[src/rtl/fuzz_exception_fifo.sv]
// rtl/fuzz_exception_fifo.sv - exception trace FIFO with first-exception latch, overflow count and stall request
module fuzz_exception_fifo #(
    parameter int DEPTH        = 8,
    parameter int STALL_MARGIN = 2,
    parameter int OVF_W        = 16
) (
    input  logic                     clk,
    input  logic                     rst,
    input  logic                     exc_valid,
    input  logic [4:0]               exc_code,
    input  logic [31:0]              exc_tval,
    input  logic [31:0]              exc_pc,
    input  logic                     clear,
    output logic                     out_valid,
    input  logic                     out_ready,
    output logic [4:0]               out_code,
    output logic [31:0]              out_tval,
    output logic [31:0]              out_pc,
    output logic [$clog2(DEPTH):0]   count,
    output logic [OVF_W-1:0]         overflow_count,
    output logic                     first_valid,
    output logic [4:0]               first_code,
    output logic [31:0]              first_pc,
    output logic                     stall_req
);

    localparam int AW = $clog2(DEPTH);
    localparam int CW = AW + 1;
    localparam logic [CW-1:0] DEPTH_C  = CW'(DEPTH);
    localparam logic [CW-1:0] MARGIN_C = CW'(STALL_MARGIN);

    // Each entry is {code, tval, pc}
    logic [68:0]      mem [DEPTH];
    logic [68:0]      head;
    logic [AW-1:0]    wr_ptr;
    logic [AW-1:0]    rd_ptr;
    logic [CW-1:0]    count_q;
    logic [CW-1:0]    count_next;
    logic [OVF_W-1:0] ovf_q;
    logic             full;
    logic             do_pop;
    logic             do_push;
    logic             do_drop;

    // Handshake decode; clear suppresses both push and pop acknowledgement
    always_comb begin
        full       = (count_q == DEPTH_C);
        do_pop     = out_valid && out_ready && !clear;
        do_push    = exc_valid && !clear && (!full || do_pop);
        do_drop    = exc_valid && !clear && full && !do_pop;
        count_next = count_q;
        if (clear) begin
            count_next = '0;
        end else if (do_push && !do_pop) begin
            count_next = count_q + 1'b1;
        end else if (do_pop && !do_push) begin
            count_next = count_q - 1'b1;
        end
    end

    // Entry storage is not reset; the head is masked while empty instead
    always_ff @(posedge clk) begin
        if (do_push) begin
            mem[wr_ptr] <= {exc_code, exc_tval, exc_pc};
        end
    end

    // Pointers, fill level and registered stall request
    always_ff @(posedge clk or negedge rst) begin
        if (!rst) begin
            wr_ptr    <= '0;
            rd_ptr    <= '0;
            count_q   <= '0;
            stall_req <= 1'b0;
        end else begin
            if (clear) begin
                wr_ptr <= '0;
                rd_ptr <= '0;
            end else begin
                if (do_push) wr_ptr <= wr_ptr + 1'b1;
                if (do_pop)  rd_ptr <= rd_ptr + 1'b1;
            end
            count_q   <= count_next;
            stall_req <= ((DEPTH_C - count_next) <= MARGIN_C);
        end
    end

    // Saturating count of events dropped because the FIFO was full
    always_ff @(posedge clk or negedge rst) begin
        if (!rst) begin
            ovf_q <= '0;
        end else if (clear) begin
            ovf_q <= '0;
        end else if (do_drop && (ovf_q != {OVF_W{1'b1}})) begin
            ovf_q <= ovf_q + 1'b1;
        end
    end

    // First exception since reset/clear, captured even when the FIFO drops it
    always_ff @(posedge clk or negedge rst) begin
        if (!rst) begin
            first_valid <= 1'b0;
            first_code  <= '0;
            first_pc    <= '0;
        end else if (clear) begin
            first_valid <= 1'b0;
            first_code  <= '0;
            first_pc    <= '0;
        end else if (exc_valid && !first_valid) begin
            first_valid <= 1'b1;
            first_code  <= exc_code;
            first_pc    <= exc_pc;
        end
    end

    // Head of queue, read combinationally and zeroed while empty
    always_comb begin
        head      = mem[rd_ptr];
        out_valid = (count_q != '0);
        out_code  = out_valid ? head[68:64] : '0;
        out_tval  = out_valid ? head[63:32] : '0;
        out_pc    = out_valid ? head[31:0]  : '0;
    end

    assign count          = count_q;
    assign overflow_count = ovf_q;

endmodule

[config.mk]
export PLATFORM = sky130hd
export DESIGN_NAME = fuzz_exception_fifo
export DESIGN_NICKNAME = d
export VERILOG_FILES = /design/src/rtl/fuzz_exception_fifo.sv
export SDC_FILE = /design/constraint.sdc
export NUM_CORES = 1
export LEC_CHECK = 0
export BUFFER_PORTS_ARGS = -buffer_cell sky130_fd_sc_hd__buf_4
export CAP_MARGIN = 0
export CELL_PAD_IN_SITES_DETAIL_PLACEMENT = 1
export CELL_PAD_IN_SITES_GLOBAL_PLACEMENT = 2
export CORE_MARGIN = 3
export CORE_UTILIZATION = 42
export CTS_BUF_LIST = sky130_fd_sc_hd__clkbuf_16
export CTS_CLUSTER_DIAMETER = 100
export DETAILED_ROUTE_END_ITERATION = 10
export PLACE_DENSITY_LB_ADDON = 0.1
export SLEW_MARGIN = 0
export SYNTH_ARGS = -nofsm -noshare
export SYNTH_HDL_FRONTEND = slang
export SYNTH_SLANG_ARGS = --single-unit
[constraint.sdc]
create_clock -name clk -period 7 [get_ports clk]
set_input_delay 1.4 -clock clk [delete_from_list [all_inputs] [get_ports clk]]
set_output_delay 1.4 -clock clk [all_outputs]
set_load 0.01 [all_outputs]
==> flow_summary.json <==
{
  "outcome": "complete, no violations",
  "drc": 0,
  "peakVddDrop_v": 0.000191,
  "hold_ws_ns": 0.508,
  "drtIter0Drc": 775,
  "cts_setup_buffers": 0,
  "layout-drive-gt1-share": 0.333,
  "ys.warnings.count": 0,
  "place_congestion": 0.714,
  "grt_max_degree": 79,
  "hp-class": "flip-flop to flip-flop",
  "post-route-period-util": 0.655,
  "initial_core_util": 0.428,
  "fp.dieArea_sq_mm": 0.0596,
  "slew_viol_final": 0,
  "synth_cells": 1138,
  "setup_violations": 0,
  "viasPerCell": 5.37,
  "cts.path.max_buffers": 3,
  "crit_chain": "buf_4 -> mux4_2 -> mux2i_1 -> nor2_1 -> buf_4",
  "r2r_end": "stall_req",
  "min_period_ns": 4.58,
  "die_h_um": 244,
  "start_kind": "flip-flop",
  "antenna_found_initial": 0,
  "powerDensity_mw_per_mm2": 294,
  "holdPathEnd": "first_pc[12]",
  "crit_top_cell": "buf_4",
  "cts_sinks": 617,
  "hold_viol_final": 0,
  "critical_path_peak_fanout": 39,
  "cts_made_buffers": 66,
  "synthTopCellsByArea": "edfxtp_1 (70%), mux4_2 (13%), dfrtp_1 (6.8%)",
  "synth_common_cells": "edfxtp_1 (552), mux4_2 (138), nor2_1 (103)",
  "worstPathRequired_ns": 5.60,
  "post-synth-top-count-cell": "edfxtp_1",
  "ant_nets": 0,
  "crit_slowest_cell": "dfrtp_4",
  "h-tree-depth": 3,
  "cts_tree": "built",
  "dr.pass1.iters": 4,
  "nNetsFinal": 1456,
  "p_sw_frac": 0.227,
  "ys_async_sr_fraction": 0.105,
  "reg2reg_from": "count[0]",
  "grt_pass1_vias": 13100,
  "synth.top_cell.area_share": 0.696,
  "cts_resized": 0,
  "ios": 203,
  "leakage_uw": 0.00956,
  "p_sw_uw": 1890,
  "ys.flop_type": "edfxtp_1",
  "fmax_ghz": 0.218,
  "synth_seq_cells": 617,
  "worstPathArrival_ns": 3.18,
  "maxCapViolations": 0,
  "insertion_delay_ns": 0.58,
  "overflow": 0,
  "worst-path-buf-inv": 2,
  "tightest_slew_ns": 1.04,
  "port_buffers": 202,
  "grt_usage": 0.187,
  "critPathKind": "flip-flop to output pin",
  "syn-num-nets": 1219,
  "rrSetupSlack_ns": 3.20,
  "totalWireLength_mm": 54.5,
  "post_synth.cell_area_avg_sq_um": 20.9,
  "power_frac_clock": 0.397,
  "fin_util": 0.510,
  "yosysUniqueCellTypes": 46,
  "design_area_sq_mm": 0.0284,
  "cp-end-kind": "output pin",
  "synth_edf_count": 552,
  "critPathTopFamily": "flip-flops",
  "syn2layout_area_growth_pct": 19.3,
  "power.internal_uw": 6440,
  "synth.cell_area_sq_mm": 0.0238,
  "fin_tns_setup_ns": 0,
  "hold_depth": 1,
  "fin_skew_ns": 0.0206,
  "r2r_cells": 11,
  "grt_setup_unrepaired": "no",
  "placed_area_sq_mm": 0.0263,
  "hold_start": "first_pc[12]",
  "path_clk_slew_ns": 0.06,
  "yosysTopAreaCell": "edfxtp_1",
  "ys_seq_area_frac": 0.765,
  "dp_hpwl_mm": 30.3,
  "critPathMaxStageDelay_ns": 0.95,
  "clock-root-buffer": "clkbuf_16",
  "cts-hold-fix-buffers": 0,
  "wl_per_cell_um": 25.1,
  "row_count": 86,
  "die_x_um": 244,
  "grt_first_pass_wirelength_mm": 83.1,
  "coreArea_sq_mm": 0.0556,
  "seq_power_share": 0.498,
  "pwr-share-comb": 0.105,
  "vias": 11600,
  "relSlewSlack": 0.304,
  "total_power_uw": 8330
}
routing by layer:
| metal | vias up | GRT usage | part of all wire |
|---|---|---|---|
| met5 | - | 0 | 0 |
| met4 | 0 | 0.0404 | 0.016 |
| met3 | 62 | 0.0340 | 0.041 |
| met2 | 232 | 0.318 | 0.51 |
| met1 | 6242 | 0.253 | 0.44 |
| li1 | 5102 | - | - |
power groups by stage:
| stage | combinational, uW | clock, uW | sequential, uW |
|---|---|---|---|
| 6_report | 873 | 3310 | 4150 |
| 5_1_grt | 954 | 3560 | 4160 |
| 4_1_cts | 903 | 3420 | 4150 |
| 3_5_place_dp | 901 | 0 | 4230 |
| 3_3_place_gp | 890 | 0 | 4230 |
| 2_1_floorplan | 519 | 0 | 4200 |
state kept, by name, summed over array words and instances, names as in the netlist:
register,cells
first_code,5
count,4
mem,552
first_valid,1
rd_ptr,3
stall_req,1
first_pc,32
wr_ptr,3
overflow_count,16
through the flow:
stage	worst slack, ns	cells
2_1_floorplan	1.40	1138
3_3_place_gp	2.64	2055
3_5_place_dp	2.57	2055
4_1_cts	2.23	2167
5_1_grt	2.11	2167
6_report	2.42	2168
cell usage in the layout, fill, tap and decap left out, drive strengths merged, types with 2 or more instances in the layout:
master | netlist | routed
a22o | 37 | 37
xnor2 | 8 | 8
inv | 15 | 37
nor4 | 2 | 2
or3 | 2 | 2
clkinvlp | 0 | 2
edfxtp | 552 | 552
nand2b | 4 | 4
dfrtp | 65 | 65
a211o | 2 | 2
mux4 | 138 | 138
nand4 | 3 | 3
bufinv | 0 | 5
ha | 7 | 7
clkinv | 0 | 15
a21oi | 5 | 5
nand3 | 12 | 12
xor2 | 13 | 13
clkbuf | 28 | 68
nand2 | 15 | 15
mux2i | 71 | 71
buf | 28 | 225
nor2 | 104 | 104
nor3 | 5 | 5
o21ai | 4 | 4
and3 | 2 | 2
worst register-to-register path, delay by kind of cell (launching register included):
kind | cells | cell delay (ns)
flip-flops | 1 | 0.46
AO/OA/AOI/OAI | 4 | 1.12
AND/OR/NAND/NOR | 2 | 0.85
buffers and inverters | 3 | 0.70
adder cells (fa/ha/maj) | 2 | 0.58
kinds of logic after synthesis:
| logic type | synth area share |
|---|---|
| flops | 0.765 |
| mux | 0.161 |
| simple gates | 0.0293 |
| buf+inv | 0.0121 |
| compound gates | 0.0213 |
| xor+xnor | 0.00773 |
| fa+ha+maj | 0.00368 |
how the worst max path moves through the flow:
stage               from          end  slack [ns]  cells past startpoint
2_1_floorplan      clear    mem[4][0]        1.40                      4
3_3_place_gp       clear    mem[5][8]        2.64                      6
3_5_place_dp       clear    mem[5][4]        2.57                      6
4_1_cts        rd_ptr[0]  out_tval[0]        2.23                      5
5_1_grt        rd_ptr[0]   out_pc[29]        2.11                      5
6_report       rd_ptr[0]  out_tval[0]        2.42                      5
area by class of cell:
class,count,area [sq um]
timing repair buffer,225,1740
clock buffer,68,1700
antenna,1,2.50
inverter,15,56.3
fill,4979,27200
multi-input combinational,450,5400
clock inverter,44,333
tap,748,936
sequential,617,18200
Note: power is estimated with default switching activity, not from simulation.
